$ cat src/rtl/urv_dm_pkg.sv
// Shared types and constants for the uRV data-memory arbiter.
package urv_dm_pkg;

  // Transfer sequencing states.
  typedef enum logic [1:0] {
    ST_IDLE = 2'd0,
    ST_BUSY = 2'd1,
    ST_DONE = 2'd2
  } state_t;

  // Load data handed back when the slave never acknowledges.
  localparam logic [31:0] ERR_DATA_DEFAULT = 32'hDEAD_BEEF;

  // Watchdog counter width; TIMEOUT is limited to 255.
  localparam int CNT_W = 8;

  // One latched slave transfer.
  typedef struct packed {
    logic [31:0] addr;
    logic [31:0] data;
    logic [3:0]  be;
    logic        we;
  } xfer_t;

endpackage

$ cat src/rtl/urv_rr_arb2.sv
// Combinational two-way round-robin pick. The requester that was not
// granted last wins a tie; a lone requester always wins.
module urv_rr_arb2 (
  input  logic req0,
  input  logic req1,
  input  logic last,   // 1 = requester 1 was granted most recently
  output logic valid,
  output logic sel     // 1 = requester 1 wins
);

  // Pick the winner from the two requests and the last-granted bit.
  always_comb begin
    valid = req0 | req1;
    if (req0 && req1) begin
      sel = ~last;
    end else begin
      sel = req1;
    end
  end

endmodule

$ cat src/rtl/urv_dm_arbiter.sv
// Two-master arbiter for the uRV shared data-memory slave port.
// One transfer is outstanding at a time: IDLE picks a master and latches
// its request, BUSY holds the slave request until ack or watchdog expiry,
// DONE pulses the completion strobe and advances the round-robin pointer.
module urv_dm_arbiter
  import urv_dm_pkg::*;
#(
  parameter int          TIMEOUT  = 16,
  parameter logic [31:0] ERR_DATA = ERR_DATA_DEFAULT
) (
  input  logic        clk_i,
  input  logic        rst_i,
  input  logic [31:0] m0_addr_i,
  input  logic [31:0] m0_data_s_i,
  input  logic [3:0]  m0_select_i,
  input  logic        m0_store_i,
  input  logic        m0_load_i,
  output logic [31:0] m0_data_l_o,
  output logic        m0_load_done_o,
  output logic        m0_store_done_o,
  input  logic [31:0] m1_addr_i,
  input  logic [31:0] m1_data_s_i,
  input  logic [3:0]  m1_select_i,
  input  logic        m1_store_i,
  input  logic        m1_load_i,
  output logic [31:0] m1_data_l_o,
  output logic        m1_load_done_o,
  output logic        m1_store_done_o,
  output logic        s_req_o,
  output logic        s_we_o,
  output logic [31:0] s_addr_o,
  output logic [31:0] s_data_o,
  output logic [3:0]  s_be_o,
  input  logic [31:0] s_data_i,
  input  logic        s_ack_i,
  output logic        timeout_o
);

  // Last BUSY cycle value of the watchdog before the transfer is aborted.
  localparam logic [CNT_W-1:0] TO_LAST = CNT_W'(TIMEOUT - 1);

  state_t            state_reg;
  state_t            state_next;
  xfer_t             xfer_reg;
  xfer_t             xfer0;
  xfer_t             xfer1;
  xfer_t             win_xfer;
  logic              grant_reg;
  logic              last_reg;
  logic [CNT_W-1:0]  cnt_reg;
  logic              timeout_reg;
  logic              req0;
  logic              req1;
  logic              gnt_valid;
  logic              gnt_sel;
  logic              xfer_end;
  logic [1:0]        load_done;
  logic [1:0]        store_done;

  // A master requests with either strobe; store takes priority as direction.
  assign req0  = m0_store_i | m0_load_i;
  assign req1  = m1_store_i | m1_load_i;
  assign xfer0 = '{addr: m0_addr_i, data: m0_data_s_i, be: m0_select_i, we: m0_store_i};
  assign xfer1 = '{addr: m1_addr_i, data: m1_data_s_i, be: m1_select_i, we: m1_store_i};
  assign win_xfer = gnt_sel ? xfer1 : xfer0;

  urv_rr_arb2 u_arb (
    .req0  (req0),
    .req1  (req1),
    .last  (last_reg),
    .valid (gnt_valid),
    .sel   (gnt_sel)
  );

  // The BUSY cycle that ends the transfer, by ack or by watchdog expiry.
  assign xfer_end = (state_reg == ST_BUSY) && (s_ack_i || (cnt_reg == TO_LAST));

  // State register.
  always_ff @(posedge clk_i) begin
    if (rst_i) begin
      state_reg <= ST_IDLE;
    end else begin
      state_reg <= state_next;
    end
  end

  // Next-state logic; acks outside BUSY are simply not looked at.
  always_comb begin
    state_next = state_reg;
    case (state_reg)
      ST_IDLE: if (gnt_valid) state_next = ST_BUSY;
      ST_BUSY: if (xfer_end)  state_next = ST_DONE;
      ST_DONE: state_next = ST_IDLE;
      default: state_next = ST_IDLE;
    endcase
  end

  // Slave request and one-cycle completion strobes decoded from the state.
  always_comb begin
    load_done  = 2'b00;
    store_done = 2'b00;
    s_req_o    = (state_reg == ST_BUSY);
    s_we_o     = (state_reg == ST_BUSY) && xfer_reg.we;
    if (state_reg == ST_DONE) begin
      if (xfer_reg.we) begin
        store_done[grant_reg] = 1'b1;
      end else begin
        load_done[grant_reg] = 1'b1;
      end
    end
  end

  // Transfer latch, grant tracking, watchdog and timeout flag.
  always_ff @(posedge clk_i) begin
    if (rst_i) begin
      xfer_reg    <= '0;
      grant_reg   <= 1'b0;
      last_reg    <= 1'b1;
      cnt_reg     <= '0;
      timeout_reg <= 1'b0;
    end else begin
      timeout_reg <= xfer_end && !s_ack_i;
      case (state_reg)
        ST_IDLE: begin
          cnt_reg <= '0;
          if (gnt_valid) begin
            xfer_reg  <= win_xfer;
            grant_reg <= gnt_sel;
          end
        end
        ST_BUSY: cnt_reg <= cnt_reg + CNT_W'(1);
        ST_DONE: begin
          cnt_reg  <= '0;
          last_reg <= grant_reg;
        end
        default: cnt_reg <= '0;
      endcase
    end
  end

  // Per-master load data: only the granted master's register updates, and
  // only for loads, so the other master keeps its last value.
  for (genvar gi = 0; gi < 2; gi++) begin : g_dl
    logic [31:0] data_l_reg;
    always_ff @(posedge clk_i) begin
      if (rst_i) begin
        data_l_reg <= '0;
      end else if (xfer_end && (grant_reg == 1'(gi)) && !xfer_reg.we) begin
        data_l_reg <= s_ack_i ? s_data_i : ERR_DATA;
      end
    end
  end

  assign m0_data_l_o     = g_dl[0].data_l_reg;
  assign m1_data_l_o     = g_dl[1].data_l_reg;
  assign m0_load_done_o  = load_done[0];
  assign m1_load_done_o  = load_done[1];
  assign m0_store_done_o = store_done[0];
  assign m1_store_done_o = store_done[1];
  assign s_addr_o        = xfer_reg.addr;
  assign s_data_o        = xfer_reg.data;
  assign s_be_o          = xfer_reg.be;
  assign timeout_o       = timeout_reg;

endmodule
$ cat config.mk
export PLATFORM = sky130hd
export DESIGN_NAME = urv_dm_arbiter
export DESIGN_NICKNAME = d
export VERILOG_FILES = /design/src/rtl/urv_dm_pkg.sv /design/src/rtl/urv_rr_arb2.sv /design/src/rtl/urv_dm_arbiter.sv
export SDC_FILE = /design/constraint.sdc
export NUM_CORES = 1
export LEC_CHECK = 0
export CAP_MARGIN = 20
export CORE_ASPECT_RATIO = 0.75
export CORE_UTILIZATION = 40
export DETAILED_ROUTE_END_ITERATION = 6
export GPL_ROUTABILITY_DRIVEN = 0
export PLACE_DENSITY_LB_ADDON = 0.15
export SYNTH_ARGS = -nofsm -noshare
export SYNTH_HDL_FRONTEND = slang
export SYNTH_SLANG_ARGS = --single-unit
$ cat constraint.sdc
create_clock -name clk_i -period 2.5 [get_ports clk_i]
set_input_delay 0.625 -clock clk_i [delete_from_list [all_inputs] [get_ports clk_i]]
set_output_delay 0.625 -clock clk_i [all_outputs]
set_load 0.02 [all_outputs]
Word-level counts from Yosys, hierarchy flattened
Index checks and enable logic that the tools add are counted.
{ "word_totals": {"reg_bits": 146, "input_bits": 175, "output_inout_bits": 139, "elab_cells": 53} }
{ "op_classes": {"n_addsub": 1, "order_cmp": 2, "eq_ne": 5, "n_mux": 12, "bitwise_logic": 6, "reduce_logical": 16} }
{ "op_table": {"columns": ["cell", "n"], "rows": [
  ["$mux W69", 1],
  ["$mux W32", 1],
  ["$mux W2", 6],
  ["$logic_and A1 B1 Y1", 9],
  ["$add A8 B1 Y8 const B", 1],
  ["$eq A8 B4 Y1 const B", 1],
  ["$pmux W2 S2", 1],
  ["$reduce_and A2 Y1", 2],
  ["$not A1 Y1", 3],
  ["$or A1 B1 Y1", 3],
  ["$eq A2 B1 Y1 const B", 1],
  ["$eq A2 B2 Y1 const B", 1],
  ["$logic_not A1 Y1", 2],
  ["$logic_not A2 Y1", 1],
  ["$lt A1 B2 Y1 const B", 1],
  ["$mux W1", 2],
  ["$ne A2 B1 Y1 const B", 1],
  ["$ne A2 B2 Y1 const B", 1],
  ["$reduce_or A2 Y1", 1],
  ["$demux W1 S1", 1],
  ["$ge A1 B1 Y1 const B", 1],
  ["$logic_or A1 B1 Y1", 1]
]} }

Longest topological paths before layout
{ "depth": {"ltp_word": 6, "mapped_depth": 7, "ltp_nobuf": 4} }

By module
Synthesis repeated with hierarchy kept, for this count alone.
{ "unflattened": {"hier_cells": 778, "hier_area_um2": 7009.2} }
{ "by_module_without_submodules": {"columns": ["module", "instances", "cells_per_inst", "area_each_um2", "seq_area_each_um2"], "rows": [
  ["urv_dm_arbiter", 1, 776, 6995.5, 2922.8],
  ["urv_rr_arb2", 1, 2, 13.8, 0.0]
]} }

Worst setup path after synthesis
No wires, ideal clock.
{ "synth_path": {"path_type": "input-to-reg", "startpoint": "input port m1_load_i", "endpoint": "register xfer_reg, in the netlist s_data_o[10]", "setup_time_ns": 0.091, "arrival_ns": 1.986, "t_required_ns": 2.409, "setup_slack_ns": 0.423, "stages": 7, "path_buffers": 4, "path_cell_list": "or4_1 > buf_2 > and2_1 > buf_6 > buf_6 > buf_6 > a311oi_1"} }
{ "synth_between": {"elab_chain_len": 4, "elab_cells_between_ends": 6, "classes_between": "2 x mux; 2 x bitwise; 2 x reduce/logical"} }
{ "synth_lines": {"columns": ["item", "line", "text"], "rows": [
  ["from (decl)", "urv_dm_arbiter.sv:25", "input logic m1_load_i,"],
  ["$or A1 B1 Y1 *", "urv_dm_arbiter.sv:62", "assign req1 = m1_store_i | m1_load_i;"],
  ["$logic_and A1 B1 Y1", "urv_rr_arb2.sv:14", "if (req0 && req1) begin"],
  ["$mux W1", "urv_rr_arb2.sv:14", null],
  ["$mux W69", "urv_dm_arbiter.sv:65", "assign win_xfer = gnt_sel ? xfer1 : xfer0;"],
  ["to (signal assigned)", "urv_dm_arbiter.sv:127", "xfer_reg <= win_xfer;"],
  ["to (decl)", "urv_dm_arbiter.sv:44", "xfer_t xfer_reg;"]
]} }
Every way passes the cells marked *; elsewhere a longest branch is shown, timed or not.
A chain may end at the register's enable or synchronous reset.

Worst setup path after layout
{ "layout_path": {"startpoint": "register state_reg[0]", "endpoint": "output port s_req_o"} }
{ "layout_between": {"elab_chain_len": 1} }
{ "layout_lines": {"columns": ["item", "line", "text"], "rows": [
  ["from (decl)", "urv_dm_arbiter.sv:42", "state_t state_reg;"],
  ["from (signal assigned)", "urv_dm_arbiter.sv:83", "state_reg <= state_next;"],
  ["$eq A2 B1 Y1", "urv_dm_arbiter.sv:102", "s_req_o = (state_reg == ST_BUSY);"],
  ["to (decl)", "urv_dm_arbiter.sv:29", "output logic s_req_o,"]
]} }
Every way passes these cells.

==> parameters.txt <==
Parameter                              Value

Clock tree
  Clock slew seen by the registers of the worst setup and hold paths    approximately 0.060 ns
  Worst skew pair latency    ~0.42 ns
  CTS tree    done
  Max H-tree Level    4
  Number of buffers added for setup after CTS    0
  Max Root-Sink Buffers    2
  Cts hold-fix bufs    0
  Number of clock buffers inserted by TritonCTS    17
  Sinks on the clock net    ~150
  Root buffer selected by CTS    clkbuf_16

Floorplanning
  Core box area    approximately 17,000 um^2
  Die height    117 um
  Effective utilization at floorplan    41.6%
  Total die area    18,300 um^2
  Core Rows    41
  Boundary pin count    314
  Die width    about 160 um

Routing
  Violation count after the first detailed-routing iteration    401
  Count of nets left with antenna violations after detail routing    0
  Final routed DRC violation total    0
  Routed wire per std cell    around 18 um
  Aggregate routed wire length    roughly 24,000 um
  Vias after detailed routing    between 7,000 and 8,000
  Drt pass-1 iters    4
  Detail-routed via count per cell    ~5.6

Worst setup path
  Crit. End Element    primary output
  Crit-path max FO    7
  Crit Path Category    reg -> out
  Data arrival time of the critical path    between 1.5 and 2 ns
  Required @ worst endpoint    around 1.9 ns
  Depth of the worst register-to-register path    4
  Startpoint class of the critical path    register
  Register-to-register setup slack    0.61 ns

Synth
  Dominant register cell in the synthesized netlist    dfxtp_1
  Post-synth top area share    41.1%
  Register area share after synthesis    around two fifths
  Commonest cells in the synthesized netlist    146 x dfxtp_1, 93 x clkbuf_1, 85 x a311oi_1, 74 x a21oi_1, 70 x nand3_1
  Nets in the synthesized netlist    approximately 1,100
  Post-synth top area cell    dfxtp_1
  Cell types with the largest area share after synthesis    dfxtp_1 41%, a311oi_1 10%, buf_4 7.2%
  Post-synth EDFFs    0
  Number of register bits inferred by synthesis    ~150
  Warnings, synthesis    0
  Distinct cells, synth    37
  Synthesized area    approximately 7000 um^2
  Share of flip-flops with an asynchronous set or reset after synthesis    0%
  Most repeated cell in the gate-level netlist after synthesis    dfxtp_1
  Mapped Avg Cell Area    between 8 and 9 um^2
  Gate count of the mapped netlist    879

GRT
  Met3 usage    under 10%
  Global routing's busiest layer    met2
  Total routing resource utilization after global routing    between 20 and 30%
  Global-route track usage on met1    between 30% and 40%
  First-pass GRT wire length    roughly 37,000 um
  Met2 global-route usage    between 30% and 40%
  Vias in the first global route    about 6,700
  Global route total overflow    0
  Initial antenna violation count    0
  Maximum number of pins on one net before global-route repair    just under 70

Min path
  Hold Path Depth    1
  Worst min-delay path category    reg -> reg

Pwr
  Pwr dens    660 nW/um^2
  VDD IR max    0.000351 V
  Static Leak    3.53 nW

Place
  Sum of net half-perimeters after detailed placement    about 16,000 um
  Cell count after placement    1,290
  Post-DP Area    10,000 um^2
  Port buffer count    313

Final layout
  Total non-filler cell area in the finished layout    ~11,000 um^2
  Area growth, synth to finish    49.4%
  Net total in the final layout    roughly 1,200
  Number of fill cells    ~1,500
  Non-filler cells in the finished layout    ~1,300
  Fraction of layout instances using a drive strength above 1    6.91%
  Diodes inserted    0

STA
  Crit share post-route    slightly above 90%
  Clock skew    0.00784 ns
  # setup viols final    0
  Peak Freq    approximately 0.43 GHz
  Number of hold-slack violations in the final timing report    0
  RSZ-0062 raised after global routing    false
  Post-route setup TNS    0 ns
  Tightest hold margin    ~0.46 ns
  Final worst path period need    around 2.3 ns
  Max Transition Viols Final    0
  Max-slew headroom at the worst pin    about 59%
  Slew @ Worst Pin    around 0.61 ns

Status
  Result of the run    completed

Flow run
  Count of max-cap constraint violations    0
==> cells in the final DEF (no fill, tap or decap), types with 3 or more instances in the layout <==
cell and n:
nand2_1 15, nor2_1 57, o21ai_0 69, inv_6 3, buf_4 16, a2111oi_0 48
dlymetal6s2s_1 4, nand2b_1 3, inv_1 50, nor3_1 49, clkinv_2 4, a21oi_1 73
clkinvlp_4 3, a311oi_1 85, a31oi_1 16, clkdlybuf4s50_1 308, nand3_1 70, dfxtp_1 144
clkbuf_16 17, buf_12 13
==> cell families (layout without fill, tap and decap cells) <==
family / Yosys count / count (layout) / share of synthesized area, %
AOI/OAI and AO/OA: 300 / 300 / 28.7
xor gates and xnor gates: 3 / 3 / 0.370
adders and majority gates: 1 / 1 / 0.176
buffers and inverters: 216 / 423 / 15.4
DFF: 146 / 146 / 41.1
and+or+nand+nor: 213 / 213 / 14.3
==> power breakdown <==
part           switching [mW]  leakage (nW)  total (mW)  internal (mW)
combinational           0.998          2.06        1.90          0.898
clock                    1.04         0.267        2.44           1.40
sequential              0.130          1.20        2.67           2.54
==> final timing paths <==
| path | startpoint | endpoint |
|---|---|---|
| worst min-delay path | cnt_reg[0] | cnt_reg[0] |
| worst max register to register | cnt_reg[5] | m0_data_l_o[10] |
| worst min register to register | cnt_reg[0] | cnt_reg[0] |
| worst max-delay path | state_reg[0] | s_req_o |
==> repair_timing <==
item | 4_1_cts | 5_1_grt
cloned | 0 | 0
setup endpoints to repair | 3 | 4
resized for setup | 2 | 5
==> through the flow <==
step	utilization (%)	total power, mW	worst slack, ns
global placement	58.8	4.59	-0.0346
global route	62.1	7.31	0.0585
CTS	62.1	7.05	0.00646
finish	62.1	7.01	0.165
detailed placement	58.8	4.61	-0.0829
floorplan	-	3.85	0.423
==> routing by layer <==
| layer | up-vias | share of wire (%) |
|---|---|---|
| li1 | 3574 | - |
| met1 | 3434 | 43 |
| met2 | 296 | 46 |
| met3 | 48 | 8.3 |
| met4 | 0 | 2.9 |
| met5 | - | 0 |
==> final cells by class <==
type / count / area [um^2] / area share, %
clock inverters: 12 / 108 / 1.01
multi-input cells: 517 / 3140 / 29.6
repair buffers: 341 / 3510 / 33.1
flip-flops and latches: 146 / 2930 / 27.6
clock buffers: 20 / 447 / 4.21
inverters: 50 / 188 / 1.77
well taps: 236 / 295 / 2.78
==> critical path, cell delays in order (launching register included) <==
cell             delay (ns)
dfxtp_2                0.40
nor2b_1                0.24
clkdlybuf4s50_1        0.65
Power figures use the tool's default switching activity.
